File: src/rtl/pipe_stage_fifo_if.sv
// Valid/ready stream bundle used on both sides of pipe_stage_fifo.
// The producer takes the master modport, the consumer the slave modport.
interface pipe_stage_fifo_if #(
  parameter int DATA_W = 64
);
  logic              valid;
  logic              ready;
  logic [DATA_W-1:0] data;

  modport master (output valid, output data, input ready);
  modport slave  (input valid, input data, output ready);
endinterface

File: src/rtl/pipe_stage_fifo.sv
// Elastic DEPTH-entry inter-stage buffer with valid/ready handshake, flush,
// optional fall-through when empty, and occupancy reporting.
module pipe_stage_fifo #(
  parameter int DATA_W      = 64,
  parameter int DEPTH       = 2,
  parameter int FALLTHROUGH = 0,
  parameter int CNT_W       = $clog2(DEPTH + 1)
) (
  input  logic               clk_i,
  input  logic               rst_i,
  input  logic               flush_i,
  pipe_stage_fifo_if.slave   up_if,
  pipe_stage_fifo_if.master  dn_if,
  output logic [CNT_W-1:0]   count_o,
  output logic               full_o,
  output logic               empty_o
);

  localparam int PTR_W = $clog2(DEPTH);

  logic [DATA_W-1:0] mem_q [DEPTH];
  logic [DATA_W-1:0] mem_d [DEPTH];
  logic [PTR_W-1:0]  rd_ptr_q, rd_ptr_d;
  logic [PTR_W-1:0]  wr_ptr_q, wr_ptr_d;
  logic [CNT_W-1:0]  count_q, count_d;

  logic full_s;
  logic empty_s;
  logic valid_s;
  logic push_s;
  logic pop_s;
  logic pass_s;
  logic we_s;

  // Occupancy flags come only from the counter so wrapped pointers never alias.
  always_comb begin
    full_s  = (count_q == CNT_W'(DEPTH));
    empty_s = (count_q == {CNT_W{1'b0}});
  end

  // Handshake qualification; pass_s marks an entry that bypasses storage.
  always_comb begin
    if (rst_i) begin
      valid_s = 1'b0;
    end else if (FALLTHROUGH != 0) begin
      valid_s = !empty_s || up_if.valid;
    end else begin
      valid_s = !empty_s;
    end
    push_s = up_if.valid && !full_s;
    pop_s  = valid_s && dn_if.ready;
    pass_s = (FALLTHROUGH != 0) && empty_s && push_s && pop_s;
    we_s   = push_s && !pass_s && !flush_i;
  end

  // Next pointer and occupancy state; flush wins over any handshake.
  always_comb begin
    rd_ptr_d = rd_ptr_q;
    wr_ptr_d = wr_ptr_q;
    count_d  = count_q;
    if (flush_i) begin
      rd_ptr_d = {PTR_W{1'b0}};
      wr_ptr_d = {PTR_W{1'b0}};
      count_d  = {CNT_W{1'b0}};
    end else if (pass_s) begin
      rd_ptr_d = rd_ptr_q;
      wr_ptr_d = wr_ptr_q;
      count_d  = count_q;
    end else begin
      case ({push_s, pop_s})
        2'b10: begin
          wr_ptr_d = wr_ptr_q + PTR_W'(1);
          count_d  = count_q + CNT_W'(1);
        end
        2'b01: begin
          rd_ptr_d = rd_ptr_q + PTR_W'(1);
          count_d  = count_q - CNT_W'(1);
        end
        2'b11: begin
          wr_ptr_d = wr_ptr_q + PTR_W'(1);
          rd_ptr_d = rd_ptr_q + PTR_W'(1);
        end
        default: begin
          rd_ptr_d = rd_ptr_q;
          wr_ptr_d = wr_ptr_q;
          count_d  = count_q;
        end
      endcase
    end
  end

  // Next storage contents: only the slot under the write pointer can change.
  always_comb begin
    for (int i = 0; i < DEPTH; i++) begin
      mem_d[i] = mem_q[i];
    end
    mem_d[wr_ptr_q] = we_s ? up_if.data : mem_q[wr_ptr_q];
  end

  // Output drive; an empty fall-through buffer mirrors the upstream payload.
  always_comb begin
    up_if.ready = !full_s;
    dn_if.valid = valid_s;
    if (rst_i) begin
      dn_if.data = {DATA_W{1'b0}};
    end else if ((FALLTHROUGH != 0) && empty_s) begin
      dn_if.data = up_if.data;
    end else if (valid_s) begin
      dn_if.data = mem_q[rd_ptr_q];
    end else begin
      dn_if.data = {DATA_W{1'b0}};
    end
    count_o = count_q;
    full_o  = full_s;
    empty_o = empty_s;
  end

  // Control state register.
  always_ff @(posedge clk_i or posedge rst_i) begin
    if (rst_i) begin
      rd_ptr_q <= {PTR_W{1'b0}};
      wr_ptr_q <= {PTR_W{1'b0}};
      count_q  <= {CNT_W{1'b0}};
    end else begin
      rd_ptr_q <= rd_ptr_d;
      wr_ptr_q <= wr_ptr_d;
      count_q  <= count_d;
    end
  end

  // Payload storage needs no reset; unread slots are never observed.
  always_ff @(posedge clk_i) begin
    for (int i = 0; i < DEPTH; i++) begin
      mem_q[i] <= mem_d[i];
    end
  end

`ifdef ASSERTIONS
  // Structural safety properties of the occupancy logic.
  always_ff @(posedge clk_i) begin
    if (!rst_i) begin
      assert (!(push_s && full_s));
      assert (count_q <= CNT_W'(DEPTH));
    end
  end
`endif

endmodule

File: src/flat_wrapper.sv
// flat-port wrapper written by rule: the top's interface ports become plain ports
module pipe_stage_fifo_flat 
#(
  parameter int DATA_W      = 64,
  parameter int DEPTH       = 2,
  parameter int FALLTHROUGH = 0,
  parameter int CNT_W       = $clog2(DEPTH + 1)
)
  (clk_i, rst_i, flush_i, count_o, full_o, empty_o, up_if_valid, up_if_data, up_if_ready, dn_if_valid, dn_if_data, dn_if_ready);
  pipe_stage_fifo_if #(.DATA_W(DATA_W)) up_if_i ();
  pipe_stage_fifo_if #(.DATA_W(DATA_W)) dn_if_i ();
  input  logic clk_i;
  input  logic rst_i;
  input  logic flush_i;
  output logic [CNT_W-1:0] count_o;
  output logic full_o;
  output logic empty_o;
  input wire logic [$bits(up_if_i.valid)-1:0] up_if_valid;
  input wire logic [$bits(up_if_i.data)-1:0] up_if_data;
  output wire logic [$bits(up_if_i.ready)-1:0] up_if_ready;
  output wire logic [$bits(dn_if_i.valid)-1:0] dn_if_valid;
  output wire logic [$bits(dn_if_i.data)-1:0] dn_if_data;
  input wire logic [$bits(dn_if_i.ready)-1:0] dn_if_ready;
  assign up_if_i.valid = up_if_valid;
  assign up_if_i.data = up_if_data;
  assign up_if_ready = up_if_i.ready;
  assign dn_if_valid = dn_if_i.valid;
  assign dn_if_data = dn_if_i.data;
  assign dn_if_i.ready = dn_if_ready;
  pipe_stage_fifo #(.DATA_W(DATA_W), .DEPTH(DEPTH), .FALLTHROUGH(FALLTHROUGH), .CNT_W(CNT_W)) u_core (.clk_i(clk_i), .rst_i(rst_i), .flush_i(flush_i), .up_if(up_if_i), .dn_if(dn_if_i), .count_o(count_o), .full_o(full_o), .empty_o(empty_o));
endmodule
File: config.mk
export PLATFORM = sky130hd
export DESIGN_NAME = pipe_stage_fifo_flat
export DESIGN_NICKNAME = d
export VERILOG_FILES = /design/src/rtl/pipe_stage_fifo_if.sv /design/src/rtl/pipe_stage_fifo.sv /design/src/flat_wrapper.sv
export SDC_FILE = /design/constraint.sdc
export NUM_CORES = 1
export LEC_CHECK = 0
export BUFFER_PORTS_ARGS = -buffer_cell sky130_fd_sc_hd__buf_2
export CAP_MARGIN = 20
export CORE_MARGIN = 2
export CORE_UTILIZATION = 60
export CTS_BUF_LIST = sky130_fd_sc_hd__clkbuf_4 sky130_fd_sc_hd__clkbuf_8
export DETAILED_ROUTE_END_ITERATION = 12
export HOLD_SLACK_MARGIN = 0.08
export PLACE_DENSITY_LB_ADDON = 0.12
export SLEW_MARGIN = 20
export SYNTH_ARGS = -nofsm -noshare
export SYNTH_HDL_FRONTEND = slang
export SYNTH_SLANG_ARGS = --single-unit
File: constraint.sdc
create_clock -name clk_i -period 5.4 [get_ports clk_i]
set_input_delay 0.54 -clock clk_i [delete_from_list [all_inputs] [get_ports clk_i]]
set_output_delay 0.54 -clock clk_i [all_outputs]
set_load 0.02 [all_outputs]
==> run summary <==
status -> finished clean
Slew Viols, Final -> 0
Worst Path Required -> 4.86 ns
synth unique cells -> 23
DP HPWL -> 8550 um
routed wire length -> 14800 um
largest net degree at the start of global routing -> 76
H-tree levels -> 4
initial antenna violation count -> 0
vias per std cell -> 6.00
first-pass GRT wire length -> 22700 um
worst reg2reg setup slack -> 2.65 ns
commonest non-fill, non-tap cell in the layout -> buf_2
Crit Path Class -> in -> out
CTS max path bufs -> 2
io pins -> 139
Worst Hold Class -> in -> reg
CTS Buf Count -> 17
Routed Antenna Nets -> 0
Final Hold Viols -> 0
area grow syn2layout -> 15.6%
fin worst setup slack -> 2.52 ns
RSZ-0062 raised after global routing -> false
IO Port Bufs -> 138
Syn Nets -> 600
pwr dens -> 334 nW/um^2
Rel. slew slack -> 0.256
most frequent cells in the layout -> buf_2 (138), mux2i_1 (129), edfxtp_1 (128), nor2_1 (65), nor4_1 (64)
CTS Root Cell -> clkbuf_8
TNS Setup -> 0 ns
clock latency on the worst-skew pair -> 0.41 ns
Hold Startpoint -> up_if_valid
Tmin final -> 2.88 ns
row count -> 38
synthesized area per cell -> 12.6 um^2
nets -> 715
Buf+Inv Stages, Crit Path -> 4
Seq/Total Area, Yosys -> 0.590
CP startpoint -> rst_i
Crit. End Element -> primary output
post-route clock period utilization -> 0.534
share of cells above drive strength 1 -> 0.306
# Max-Cap Violations -> 0
leak pwr -> 2.83 nW
vias in the first global route -> 4663
Mapped Area -> 6680 um^2
total track usage -> 0.249
clk sinks -> 132
Least-Margin Pin Slew -> 1.12 ns
clock slew at reported path FFs -> 0.06 ns
top cell type by total area after synthesis -> edfxtp_1
R2R Path Start -> u_core.wr_ptr_q
grt total ovfl -> 0
Initial Util -> 0.616
Fin Clk Skew -> 0.00835 ns
via count -> 4778
CP max stage cell -> buf_4
setup violators final -> 0
cts repair resizes -> 0
worst ir drop on vdd -> 0.197 mV
synthesized flop and latch total -> 132
fmax -> 0.347 GHz
Die Height -> 110 um
Crit path arrival time -> 2.34 ns
Pre-antenna DRT Iters -> 5
Ys Warns -> 0
synth top area cells -> edfxtp_1 (58%), mux2i_1 (19%), nor4_1 (6.0%)
core area -> 10800 um^2
placed cell count -> 766
CP max stage delay -> 0.62 ns
# diodes -> 0
DRT iter0 DRCs -> 338
Synth Instances -> 531
Yosys top cell area share -> 0.575
Place WS -> 2.29 ns
worst-path cell chain -> dlygate4sd3_1 > buf_2 > o21bai_4 > buf_4 > nor2_1 > buf_2
CP Launch Type -> input port
die area -> 12000 um^2
number of remaining DRC errors -> 0
die width -> 110 um
DR WL/cell -> 18.5 um
family with the most delay on the worst path -> buffers and inverters
worst-path fanout max -> 67
most frequent CP cell -> buf_2
gpl congestion -> 0.804
Post-Layout Cell Count -> 796
CTS tree -> yes
## worst reg2reg max path, delay by kind of cell, from the launching register on
family                 cells  cell delay, ns
AOI/OAI and AO/OA          1            0.09
buffers and inverters      1            1.03
DFF                        1            0.99
muxes                      1            0.36
## stage by stage
stage                     hold slack (ns)  instance area (um^2)  power, W  utilization
after floorplan                     0.306                  6680   0.00175            -
after global placement              0.453                  7350   0.00186        0.678
after detailed placement            0.456                  7380   0.00189        0.681
after CTS                           0.418                  7710   0.00259        0.712
after global routing                0.460                  7720   0.00269        0.712
final                               0.447                  7720   0.00258        0.712
## metal layers
| metal | GRT usage | part of all wire | vias up |
|---|---|---|---|
| li1 | - | - | 2267 |
| met1 | 0.319 | 0.43 | 2305 |
| met2 | 0.424 | 0.51 | 195 |
| met3 | 0.0545 | 0.063 | 11 |
| met4 | 0.0759 | 0.0062 | 0 |
| met5 | 0 | 0 | - |
## synth_stat cells, drive strengths merged
cell	number
nor2b	2
buf	23
o21bai	1
edfxtp	128
nand2b	3
inv	6
nor2	65
or3	2
nand3	2
a21oi	66
clkbuf	28
nand2	3
mux2i	129
dfrtp	4
o32ai	1
a31oi	1
nor4	64
o21ai	3
## power breakdown
group / switching, W / total, W / internal, W / leakage [nW]
Combinational: 0.000279 / 0.000471 / 0.000192 / 1.38
Sequential: 0.0000868 / 0.00140 / 0.00132 / 1.28
Clock: 0.000341 / 0.000703 / 0.000362 / 0.174
Total: 0.000707 / 0.00258 / 0.00187 / 2.83
## registers in the layout, indices dropped and copies added (netlist names)
signal	flops
u_core.mem_q	128
u_core.count_o	2
u_core.rd_ptr_q	1
u_core.wr_ptr_q	1
## worst paths after layout
path                                        to  depth (start not counted)
max                              dn_if_data[8]                          6
min                          u_core.count_o[0]                          3
max reg2reg                u_core.mem_q[0][59]                          3
min reg2reg                  u_core.count_o[0]                          2
max in group asynchronous      u_core.rd_ptr_q                          3
min in group asynchronous    u_core.count_o[0]                          3
## kinds of logic after synthesis
| kind of cell | count (synthesis) | share of synthesized area |
|---|---|---|
| multiplexers | 129 | 0.193 |
| buffers and inverters | 57 | 0.0427 |
| AND/OR/NAND/NOR | 141 | 0.107 |
| AO/OA/AOI/OAI | 72 | 0.0669 |
| flip-flops | 132 | 0.590 |
## final cells by class
type / count / area (um^2)
Timing Repair Buffer: 147 / 781
Inverter: 6 / 22.5
Multi-Input combinational cell: 342 / 2470
Fill cell: 801 / 3120
Sequential cell: 132 / 3950
Clock inverter: 9 / 66.3
Clock buffer: 20 / 256
Tap cell: 140 / 175
## repair_timing
action / CTS / global route
setup buffers: 0 / 0
hold buffers: 1 / 0
hold endpoints to repair: 4 / 0
Note: power is estimated with default switching activity, not from simulation.
